$ cat src/rtl/fetch_stage.sv
// Instruction-fetch stage.
// Owns the PC and keeps at most one fetch outstanding on a req/gnt/rvalid
// instruction-memory port. Returned words go into a DEPTH-entry buffer whose
// head is presented to decode as registered {instr, pc, pc+4} under
// valid/ready. A taken branch/jump from execute (b_sel) redirects the PC,
// flushes the buffer and discards any response still in flight.
module fetch_stage #(
  parameter logic [31:0] RESET_VEC = 32'h0000_0000,
  parameter int          DEPTH     = 2
) (
  input  logic        clk,
  input  logic        rst,
  input  logic        b_sel,
  input  logic [31:0] b_target,
  output logic        imem_req,
  output logic [31:0] imem_addr,
  input  logic        imem_gnt,
  input  logic        imem_rvalid,
  input  logic [31:0] imem_rdata,
  output logic        id_valid,
  input  logic        id_ready,
  output logic [31:0] id_instr,
  output logic [31:0] id_pc,
  output logic [31:0] id_pc4
);

  localparam int AW = (DEPTH > 1) ? $clog2(DEPTH) : 1;
  localparam int CW = $clog2(DEPTH + 1);
  localparam logic [CW-1:0] DEPTH_C = CW'(DEPTH);

  typedef enum logic [1:0] {S_IDLE, S_REQ, S_WAIT, S_DROP} state_t;

  typedef struct packed {
    logic [31:0] instr;
    logic [31:0] pc;
  } fb_entry_t;

  state_t        state;
  logic [31:0]   pc;
  logic [31:0]   fetch_pc;   // address of the fetch currently in flight
  logic          req_q;

  fb_entry_t     mem [DEPTH];
  logic [AW-1:0] rd_ptr, wr_ptr, rd_ptr_nxt;
  logic [CW-1:0] count, count_mid, count_nxt;

  logic          out_valid;
  logic [31:0]   out_instr, out_pc, out_pc4;

  logic          push, pop, head_valid_nxt;
  fb_entry_t     head_nxt;

  // A redirect kills both the in-flight response and any consumption this cycle.
  assign push = (state == S_WAIT) && imem_rvalid && !b_sel;
  assign pop  = out_valid && id_ready && !b_sel;

  assign count_mid      = count - CW'(pop);
  assign count_nxt      = count_mid + CW'(push);
  assign rd_ptr_nxt     = rd_ptr + AW'(pop);
  assign head_valid_nxt = !b_sel && (count_nxt != '0);

  // Next head: oldest stored entry that survives the pop, else the word arriving now.
  always_comb begin
    head_nxt = '{instr: imem_rdata, pc: fetch_pc};
    if (count_mid != '0) head_nxt = mem[rd_ptr_nxt];
  end

  // Fetch FSM: PC, request and state; redirect overrides everything but reset.
  always_ff @(posedge clk) begin
    if (rst) begin
      state    <= S_IDLE;
      pc       <= RESET_VEC;
      fetch_pc <= '0;
      req_q    <= 1'b0;
    end else if (b_sel) begin
      pc <= b_target & ~32'h3;
      case (state)
        S_IDLE: begin
          state <= S_REQ;
          req_q <= 1'b1;
        end
        S_REQ: begin
          // a request granted in the redirect cycle still gets a response
          state <= imem_gnt ? S_DROP : S_REQ;
          req_q <= !imem_gnt;
        end
        S_WAIT: begin
          state <= imem_rvalid ? S_REQ : S_DROP;
          req_q <= imem_rvalid;
        end
        default: begin
          state <= imem_rvalid ? S_REQ : S_DROP;
          req_q <= imem_rvalid;
        end
      endcase
    end else begin
      case (state)
        S_IDLE: begin
          if (count < DEPTH_C) begin
            state <= S_REQ;
            req_q <= 1'b1;
          end
        end
        S_REQ: begin
          if (imem_gnt) begin
            state    <= S_WAIT;
            req_q    <= 1'b0;
            fetch_pc <= pc;
            pc       <= pc + 32'd4;
          end
        end
        S_WAIT: begin
          if (imem_rvalid) begin
            // only request again if the buffer can hold the next word
            if (count_nxt < DEPTH_C) begin
              state <= S_REQ;
              req_q <= 1'b1;
            end else begin
              state <= S_IDLE;
            end
          end
        end
        default: begin
          if (imem_rvalid) begin
            state <= S_REQ;
            req_q <= 1'b1;
          end
        end
      endcase
    end
  end

  // Buffer pointers and occupancy; flushed by reset or redirect.
  always_ff @(posedge clk) begin
    if (rst || b_sel) begin
      count  <= '0;
      rd_ptr <= '0;
      wr_ptr <= '0;
    end else begin
      count  <= count_nxt;
      rd_ptr <= rd_ptr_nxt;
      if (push) wr_ptr <= wr_ptr + AW'(1);
    end
  end

  // Buffer storage; no reset needed, occupancy qualifies every read.
  always_ff @(posedge clk) begin
    if (push) mem[wr_ptr] <= '{instr: imem_rdata, pc: fetch_pc};
  end

  // Registered decode-facing head; holds while decode stalls.
  always_ff @(posedge clk) begin
    if (rst) begin
      out_valid <= 1'b0;
      out_instr <= '0;
      out_pc    <= '0;
      out_pc4   <= '0;
    end else begin
      out_valid <= head_valid_nxt;
      if (head_valid_nxt) begin
        out_instr <= head_nxt.instr;
        out_pc    <= head_nxt.pc;
        out_pc4   <= head_nxt.pc + 32'd4;
      end
    end
  end

  assign imem_req  = req_q;
  assign imem_addr = pc;
  assign id_valid  = out_valid;
  assign id_instr  = out_instr;
  assign id_pc     = out_pc;
  assign id_pc4    = out_pc4;

endmodule
$ cat config.mk
export PLATFORM = sky130hd
export DESIGN_NAME = fetch_stage
export DESIGN_NICKNAME = d
export VERILOG_FILES = /design/src/rtl/fetch_stage.sv
export SDC_FILE = /design/constraint.sdc
export NUM_CORES = 1
export LEC_CHECK = 0
export BUFFER_PORTS_ARGS = -buffer_cell sky130_fd_sc_hd__buf_2
export CAP_MARGIN = 15
export CORE_AREA = 3 3 149 151
export CTS_BUF_LIST = sky130_fd_sc_hd__clkbuf_2 sky130_fd_sc_hd__clkbuf_4 sky130_fd_sc_hd__clkbuf_8
export CTS_CLUSTER_SIZE = 30
export DETAILED_ROUTE_END_ITERATION = 8
export DIE_AREA = 0 0 152 154
export GPL_TIMING_DRIVEN = 0
export PLACE_DENSITY = 0.77
export SLEW_MARGIN = 15
export SYNTH_ARGS = -nofsm -noshare
export SYNTH_HDL_FRONTEND = slang
export SYNTH_SLANG_ARGS = --single-unit
$ cat constraint.sdc
create_clock -name clk -period 9.3 [get_ports clk]
set_input_delay 1.86 -clock clk [delete_from_list [all_inputs] [get_ports clk]]
set_output_delay 1.86 -clock clk [all_outputs]
set_load 0.005 [all_outputs]
==> impl_metrics.xml, run 1 <==
<?xml version="1.0" encoding="UTF-8"?>
<metrics>
  <group name="status">
    <metric name="run_status" unit="">finished, final reports clean</metric>
  </group>
  <group name="floorplan">
    <metric name="ios" unit="">200</metric>
    <metric name="floorplan.die_area" unit="um2">23400</metric>
    <metric name="core_region_area" unit="um2">21000</metric>
    <metric name="die_width" unit="um">152</metric>
    <metric name="initial_cell_density_of_the_core" unit="%">57.5</metric>
    <metric name="die_height" unit="um">154</metric>
    <metric name="row_count" unit="">53</metric>
  </group>
  <group name="global_routing">
    <metric name="maximum_number_of_pins_on_one_net_before_global_route_repair" unit="">38</metric>
    <metric name="globalRouteMet3Util" unit="%">4.90</metric>
    <metric name="grt.met2_usage" unit="%">42.7</metric>
    <metric name="grt_util_all_layers" unit="%">26.1</metric>
    <metric name="wire_length_of_the_first_global_routing_pass" unit="um">49700</metric>
    <metric name="grt_use_met1" unit="%">35.2</metric>
    <metric name="grt.overflow.total" unit="">0</metric>
    <metric name="antenna_found_initial" unit="">0</metric>
    <metric name="grt_pass1_vias" unit="">9406</metric>
    <metric name="grt.busiest_layer" unit="">met2</metric>
  </group>
  <group name="route">
    <metric name="drc_errors" unit="">0</metric>
    <metric name="drt-pass1-iter-count" unit="">5</metric>
    <metric name="ant_nets" unit="">0</metric>
    <metric name="avgRoutedWirePerCell" unit="um">17.8</metric>
    <metric name="via_per_inst" unit="">5.56</metric>
    <metric name="detailroute.via_count" unit="">9817</metric>
    <metric name="drt-total-wl" unit="um">31400</metric>
    <metric name="drt-initial-drc-count" unit="">629</metric>
  </group>
  <group name="layout">
    <metric name="drive_gt1_share" unit="%">20.9</metric>
    <metric name="diodes" unit="">0</metric>
    <metric name="area.growth.synth_to_final" unit="%">19.3</metric>
    <metric name="postLayoutCellArea" unit="um2">14400</metric>
    <metric name="net_count_reported_at_finish" unit="">1526</metric>
    <metric name="finalNonFillerCells" unit="">1765</metric>
  </group>
  <group name="critical_path">
    <metric name="kind_of_critical_path" unit="">in -&gt; reg</metric>
    <metric name="cp_slowest_cell" unit="">or4b_1</metric>
    <metric name="crit_buf_inv" unit="">7</metric>
    <metric name="critical_path.startpoint_type" unit="">input port</metric>
    <metric name="worstPathMaxFanout" unit="">10</metric>
    <metric name="regToRegSetupSlack" unit="ns">4.22</metric>
    <metric name="crit_path_capture_type" unit="">flop</metric>
    <metric name="required" unit="ns">9.80</metric>
    <metric name="crit_path_cell_trace" unit="">buf_6 -&gt; nand3b_4 -&gt; inv_1 -&gt; ha_1 -&gt; nor2b_1 -&gt; buf_2 -&gt; buf_2 -&gt; buf_2 -&gt; buf_1 -&gt; buf_1 -&gt; nand2_1 -&gt; o21ai_0 -&gt; ha_1 -&gt; o311ai_0 -&gt; nor2_2 -&gt; nand4_2 -&gt; or4b_1 -&gt; nand3_1</metric>
    <metric name="worst_path_largest_cell_delay" unit="ns">0.56</metric>
    <metric name="worst_ep_arrival_time" unit="ns">6.64</metric>
    <metric name="critical-path-top-delay-family" unit="">simple AND/OR/NAND/NOR gates</metric>
    <metric name="worst_path_most_repeated_cell" unit="">buf_2</metric>
  </group>
  <group name="sta">
    <metric name="peak_clock_frequency_supported_by_timing" unit="MHz">163</metric>
    <metric name="timing_hold_violations_final" unit="">0</metric>
    <metric name="tightest_slew" unit="ns">0.988</metric>
    <metric name="timing.final.crit_period" unit="ns">6.15</metric>
    <metric name="worst_slew_margin_rel" unit="%">33.3</metric>
    <metric name="grt_setup_unrepaired" unit="">no</metric>
    <metric name="slew_violations" unit="">0</metric>
    <metric name="holdWs" unit="ns">0.455</metric>
    <metric name="fin_skew" unit="ns">0.0241</metric>
    <metric name="tns" unit="ns">0</metric>
    <metric name="timing.final.setup_violations" unit="">0</metric>
    <metric name="post-route-period-util" unit="%">66.1</metric>
  </group>
  <group name="clock_network">
    <metric name="worst_setup_hold_path_clk_slew" unit="ns">0.06</metric>
    <metric name="tritoncts_num_sinks" unit="">284</metric>
    <metric name="cts_resized" unit="">0</metric>
    <metric name="cts-root-buf" unit="">clkbuf_8</metric>
    <metric name="tritoncts" unit="">done</metric>
    <metric name="cts_htree_levels" unit="">2</metric>
    <metric name="cts_buffers" unit="">46</metric>
    <metric name="post_cts_buffers" unit="">0</metric>
    <metric name="max-clock-path-buffers" unit="">3</metric>
    <metric name="clk-insertion-delay-late" unit="ns">0.55</metric>
    <metric name="cts_hold_buffers" unit="">0</metric>
  </group>
  <group name="yosys">
    <metric name="synth_ff_type" unit="">dfxtp_1</metric>
    <metric name="async_reset_ff_share" unit="%">0</metric>
    <metric name="postSynthRegisterBits" unit="">284</metric>
    <metric name="synth_top_cells_by_area" unit="">edfxtp_1 (31%), dfxtp_1 (27%), mux2i_1 (6.0%)</metric>
    <metric name="synth-edff-count" unit="">124</metric>
    <metric name="synth_area_leader_cell" unit="">edfxtp_1</metric>
    <metric name="synth-seq-area-share" unit="%">57.5</metric>
    <metric name="synth_instances" unit="">1198</metric>
    <metric name="post-synth-top-area-fraction" unit="%">30.9</metric>
    <metric name="synth_cell_type_count" unit="">60</metric>
    <metric name="synth_warnings" unit="">0</metric>
    <metric name="syn-mean-instance-area" unit="um2">10.1</metric>
    <metric name="netlist_area" unit="um2">12000</metric>
  </group>
  <group name="placement">
    <metric name="gp_congestion" unit="">0.913</metric>
    <metric name="port-buffer-count" unit="">190</metric>
    <metric name="place_area" unit="um2">13500</metric>
    <metric name="dpl.hpwl" unit="um">23100</metric>
    <metric name="dp.cells" unit="">1679</metric>
  </group>
  <group name="hold_path">
    <metric name="hold_path.class" unit="">reg -&gt; reg</metric>
  </group>
  <group name="pwr">
    <metric name="p_per_area" unit="nW/um2">174</metric>
    <metric name="leakage" unit="uW">0.00592</metric>
    <metric name="total_power" unit="uW">2500</metric>
    <metric name="max-vdd-ir-drop" unit="V">0.000126</metric>
  </group>
  <group name="job">
    <metric name="cap_viol_max_count" unit="">0</metric>
  </group>
</metrics>
worst reg2reg max path: stages (launching register included):
cell and delay, ns:
dfxtp_1 0.37, nand3b_4 0.14, inv_1 0.05, ha_1 0.31, nor2b_1 0.25, buf_2 0.27
buf_2 0.27, buf_2 0.28, buf_1 0.41, buf_1 0.41, nand2_1 0.09, o21ai_0 0.17
ha_1 0.31, o311ai_0 0.35, nor2_2 0.37, nand4_2 0.31, or4b_1 0.56, nand3_1 0.09
cell usage after synthesis, types with 3 or more instances:
library cell	count
a211oi_1	54
a21oi_1	128
a31oi_1	3
and3_1	9
and4_1	7
buf_1	5
buf_2	8
buf_4	6
buf_6	3
clkbuf_1	63
dfxtp_1	160
edfxtp_1	124
ha_1	4
inv_1	5
mux2i_1	72
nand2_1	182
nand2b_1	4
nand3_1	29
nand3b_1	10
nand4_1	10
nor2_1	152
nor2b_1	3
nor3_1	12
nor3b_1	7
nor4_1	6
o21a_1	5
o21ai_0	29
o21ai_1	8
or3_1	7
xnor2_1	24
xor2_1	22
cell usage in the layout (no fill, tap or decap), drive strengths merged, types with 19 or more instances in the layout:
cell      n
xnor2    24
o21ai    38
dfxtp   160
clkinv   19
nand3    29
nand2   182
edfxtp  124
a211oi   54
clkbuf  130
mux2i    72
a21oi   128
xor2     23
buf     223
nor2    153
area by class of cell:
class                   count  area (um2)
flip-flops and latches    284        6930
fillers                  1651        6590
multi-input cells         828        4750
repair buffers            201        1040
clock buffers              67         828
plain buffers              85         374
well taps                 275         344
clock inverters            19        85.1
inverters                   6        22.5
metrics by stage:
step / util [%] / setup WS, ns
after global routing: 68.6 / 2.81
after global placement: 63.7 / -2.72
after detailed placement: 64.2 / 2.66
final: 68.6 / 3.15
after floorplan: - / 0.558
after CTS: 68.6 / 3.19
metal layers:
layer / share of wire [%] / up-vias
met3: 7.3 / 74
met1: 44 / 4587
met4: 3.1 / 0
met2: 46 / 412
li1: - / 4744
met5: 0 / -
cells by family (layout without fill, tap and decap cells):
group	Yosys count	count (layout)	synth area share [%]
adders and majority gates	4	4	0.416
other	1	6	0.0311
DFF	284	284	57.5
AOI/OAI and AO/OA	244	244	11.9
xor gates and xnor gates	47	47	3.57
buffers and inverters	91	378	3.29
and+or+nand+nor	451	451	16.9
muxes	76	76	6.39
path summary, 6_finish.rpt:
path,startpoint,endpoint,depth (start not counted)
worst max-delay path,b_sel,id_pc4[30],18
worst min-delay path,id_pc[18],id_pc[18],2
worst max register to register,id_valid,id_pc4[30],17
worst min register to register,id_pc[18],id_pc[18],2
registers in the layout (all words and copies together), names as in the netlist:
signal and flops:
mem 124, wr_ptr 1, id_valid 1, id_pc4 30, imem_req 1, fetch_pc 30, state 2, imem_addr 30
id_instr 32, id_pc 30, count 2, rd_ptr 1
report_power, final:
part           switching (uW)  internal (uW)
Combinational            73.9           46.4
Sequential               17.5           1310
Clock                     476            573
Total                     567           1930
Power figures use the tool's default switching activity.
==> run 2: changes to the inputs <==
- clock period: 9.3 -> 6 ns (I/O delays scaled with it)
==> run 2 against run 1 <==
  * Worst hold slack hardly changed
  * Die area stayed put
  * Core utilization is 0.17 points higher
  * Clock power is 60% higher
  * Sequential power is 56% higher
  * Clock skew is 0.00083 ns higher
  * Critical endpoint unchanged
  * Final cell count is 0.28% lower
  * Largest cell class unchanged
  * Sequential cell count stayed put
==> impl_metrics.xml, run 2 (synthesis results as in run 1) <==
<?xml version="1.0" encoding="UTF-8"?>
<metrics>
  <group name="status">
    <metric name="run_status" unit="">finished, final reports clean</metric>
  </group>
  <group name="layout">
    <metric name="num-fill-cells" unit="">1639</metric>
    <metric name="net_count_reported_at_finish" unit="">1521</metric>
    <metric name="drive_gt1_share" unit="%">20.2</metric>
    <metric name="area.growth.synth_to_final" unit="%">19.6</metric>
    <metric name="number_of_flip_flops_in_the_largest_register" unit="">124</metric>
    <metric name="finalNonFillerCells" unit="">1760</metric>
    <metric name="diodes" unit="">0</metric>
    <metric name="mostFrequentLayoutCell" unit="">buf_2</metric>
    <metric name="max_flop_register" unit="">mem</metric>
    <metric name="most-common-layout-cells" unit="">buf_2 (198), nand2_1 (182), dfxtp_1 (160)</metric>
  </group>
  <group name="global_routing">
    <metric name="grt.overflow.total" unit="">0</metric>
    <metric name="grt_util_all_layers" unit="%">26.6</metric>
    <metric name="wire_length_of_the_first_global_routing_pass" unit="um">50500</metric>
    <metric name="grt_pass1_vias" unit="">9490</metric>
    <metric name="maximum_number_of_pins_on_one_net_before_global_route_repair" unit="">36</metric>
    <metric name="antenna_found_initial" unit="">0</metric>
  </group>
  <group name="placement">
    <metric name="minimum_setup_slack_after_placement" unit="ns">-0.0194</metric>
    <metric name="gp_congestion" unit="">0.875</metric>
    <metric name="port-buffer-count" unit="">190</metric>
    <metric name="dp.cells" unit="">1674</metric>
    <metric name="dpl.hpwl" unit="um">23300</metric>
  </group>
  <group name="route">
    <metric name="drt-total-wl" unit="um">31800</metric>
    <metric name="avgRoutedWirePerCell" unit="um">18.1</metric>
    <metric name="drc_errors" unit="">0</metric>
    <metric name="drt-pass1-iter-count" unit="">5</metric>
    <metric name="detailroute.via_count" unit="">9873</metric>
    <metric name="drt-initial-drc-count" unit="">720</metric>
    <metric name="via_per_inst" unit="">5.61</metric>
    <metric name="ant_nets" unit="">0</metric>
  </group>
  <group name="hold_path">
    <metric name="whs_endpoint" unit="">id_pc[5]</metric>
    <metric name="hold_path.class" unit="">reg -&gt; reg</metric>
    <metric name="whs_path_depth" unit="">2</metric>
    <metric name="worst_hold_startpoint" unit="">id_pc[5]</metric>
  </group>
  <group name="critical_path">
    <metric name="worstPathMaxFanout" unit="">10</metric>
    <metric name="crit_path_cell_trace" unit="">buf_6 -&gt; nand3b_4 -&gt; inv_1 -&gt; ha_1 -&gt; nor2b_1 -&gt; buf_2 -&gt; buf_2 -&gt; buf_2 -&gt; buf_1 -&gt; buf_1 -&gt; nand2_1 -&gt; o21ai_0 -&gt; ha_1 -&gt; o311ai_0 -&gt; nor2_2 -&gt; nand4_2 -&gt; or4b_1 -&gt; nand3_1</metric>
    <metric name="critical-path-top-delay-family" unit="">simple AND/OR/NAND/NOR gates</metric>
    <metric name="timing.reg2reg.worst_path_depth" unit="">17</metric>
    <metric name="regToRegSetupSlack" unit="ns">0.87</metric>
    <metric name="worstReg2RegStart" unit="">id_valid</metric>
    <metric name="critical_path.startpoint_type" unit="">input port</metric>
    <metric name="worst_ep_arrival_time" unit="ns">6.06</metric>
    <metric name="worstReg2RegEnd" unit="">id_pc4[30]</metric>
    <metric name="required" unit="ns">6.49</metric>
    <metric name="kind_of_critical_path" unit="">in -&gt; reg</metric>
    <metric name="cp_slowest_cell" unit="">or4b_1</metric>
    <metric name="worst_path_most_repeated_cell" unit="">buf_2</metric>
    <metric name="crit_path_capture_type" unit="">flop</metric>
    <metric name="crit_start" unit="">b_sel</metric>
    <metric name="worst_path_largest_cell_delay" unit="ns">0.57</metric>
    <metric name="crit_buf_inv" unit="">7</metric>
  </group>
  <group name="sta">
    <metric name="holdWs" unit="ns">0.455</metric>
    <metric name="peak_clock_frequency_supported_by_timing" unit="MHz">180</metric>
    <metric name="worst_slew_margin_rel" unit="%">24.1</metric>
    <metric name="timing.final.crit_period" unit="ns">5.57</metric>
    <metric name="post-route-period-util" unit="%">92.8</metric>
    <metric name="finalWorstSetupSlack" unit="ns">0.429</metric>
    <metric name="timing.final.setup_violations" unit="">0</metric>
    <metric name="tns" unit="ns">0</metric>
    <metric name="fin_skew" unit="ns">0.0250</metric>
    <metric name="tightest_slew" unit="ns">1.12</metric>
    <metric name="timing_hold_violations_final" unit="">0</metric>
    <metric name="slew_violations" unit="">0</metric>
    <metric name="grt_setup_unrepaired" unit="">no</metric>
  </group>
  <group name="pwr">
    <metric name="max-vdd-ir-drop" unit="V">0.000183</metric>
    <metric name="power.share.clock" unit="%">42.7</metric>
    <metric name="p_comb_share" unit="%">4.8</metric>
    <metric name="p_seq_share" unit="%">52.5</metric>
    <metric name="total_power" unit="uW">3930</metric>
    <metric name="p_per_area" unit="nW/um2">273</metric>
    <metric name="leakage" unit="uW">0.00590</metric>
    <metric name="p_switching" unit="uW">879</metric>
    <metric name="internal-power" unit="uW">3050</metric>
    <metric name="switching_share" unit="%">22.4</metric>
  </group>
  <group name="floorplan">
    <metric name="die_height" unit="um">154</metric>
    <metric name="floorplan.die_area" unit="um2">23400</metric>
    <metric name="row_count" unit="">53</metric>
    <metric name="core_region_area" unit="um2">21000</metric>
    <metric name="ios" unit="">200</metric>
    <metric name="initial_cell_density_of_the_core" unit="%">57.5</metric>
    <metric name="die_width" unit="um">152</metric>
  </group>
  <group name="clock_network">
    <metric name="worst_setup_hold_path_clk_slew" unit="ns">0.06</metric>
    <metric name="tritoncts" unit="">done</metric>
    <metric name="cts_htree_levels" unit="">2</metric>
    <metric name="cts_buffers" unit="">46</metric>
    <metric name="cts_hold_buffers" unit="">0</metric>
    <metric name="cts-root-buf" unit="">clkbuf_8</metric>
    <metric name="max-clock-path-buffers" unit="">3</metric>
    <metric name="cts_resized" unit="">0</metric>
    <metric name="post_cts_buffers" unit="">0</metric>
    <metric name="clk-insertion-delay-late" unit="ns">0.56</metric>
    <metric name="tritoncts_num_sinks" unit="">284</metric>
  </group>
  <group name="job">
    <metric name="cap_viol_max_count" unit="">0</metric>
  </group>
</metrics>
run 2: cell count changes in the layout (fill, tap and decap cells not counted), sizes merged:
cell / delta
buf: -5
bufinv: +1
clkbuf: -1
run 2: worst reg2reg max path, cell delays in order (launching register included):
cell      delay (ns)
dfxtp_1         0.36
nand3b_4        0.13
inv_1           0.05
ha_1            0.32
nor2b_1         0.22
buf_2           0.26
buf_2           0.27
buf_2           0.27
buf_1           0.42
buf_1           0.41
nand2_1         0.09
o21ai_0         0.17
ha_1            0.30
o311ai_0        0.38
nor2_2          0.43
nand4_2         0.35
or4b_1          0.57
nand3_1         0.08
run 2: power by group through the flow:
stage / sequential [uW] / combinational, uW / clock [uW]
finish: 2070 / 187 / 1680
floorplan: 2100 / 100 / 0
detailed placement: 2110 / 185 / 0
global placement: 2110 / 179 / 0
CTS: 2060 / 186 / 1700
global route: 2070 / 207 / 1790
run 2: worst max path at each step:
stage / endpoint / slack, ns / cells after the start
after floorplan: mem[0][10] / 0.53 / 3
after global placement: mem[0][41] / -1.41 / 3
after detailed placement: id_pc4[30] / -0.02 / 18
after CTS: id_pc4[30] / 0.53 / 18
after global routing: id_pc4[30] / 0.26 / 18
final: id_pc4[30] / 0.43 / 18
run 2: layout make-up:
class / instances / area (um2) / share of cell area, %
Buffer: 85 / 374 / 2.60
Clock buffer: 66 / 840 / 5.83
Clock inverter: 20 / 106 / 0.739
Inverter: 6 / 22.5 / 0.156
Multi-Input combinational cell: 828 / 4760 / 33.0
Sequential cell: 284 / 6930 / 48.1
Tap cell: 275 / 344 / 2.39
Timing Repair Buffer: 196 / 1030 / 7.16
run 2: metrics by stage:
stage	instance area [um2]	utilization (%)
2_1_floorplan	12100	-
4_1_cts	14400	68.7
3_3_place_gp	13400	63.8
6_report	14400	68.7
3_5_place_dp	13500	64.2
5_1_grt	14400	68.7
run 2: routing by layer:
layer / track usage, % / vias up / part of all wire (%)
met4: 8.73 / 0 / 2.2
met3: 5.60 / 60 / 7.5
met1: 36.2 / 4640 / 44
li1: - / 4740 / -
met2: 42.9 / 433 / 46
met5: 0 / - / 0
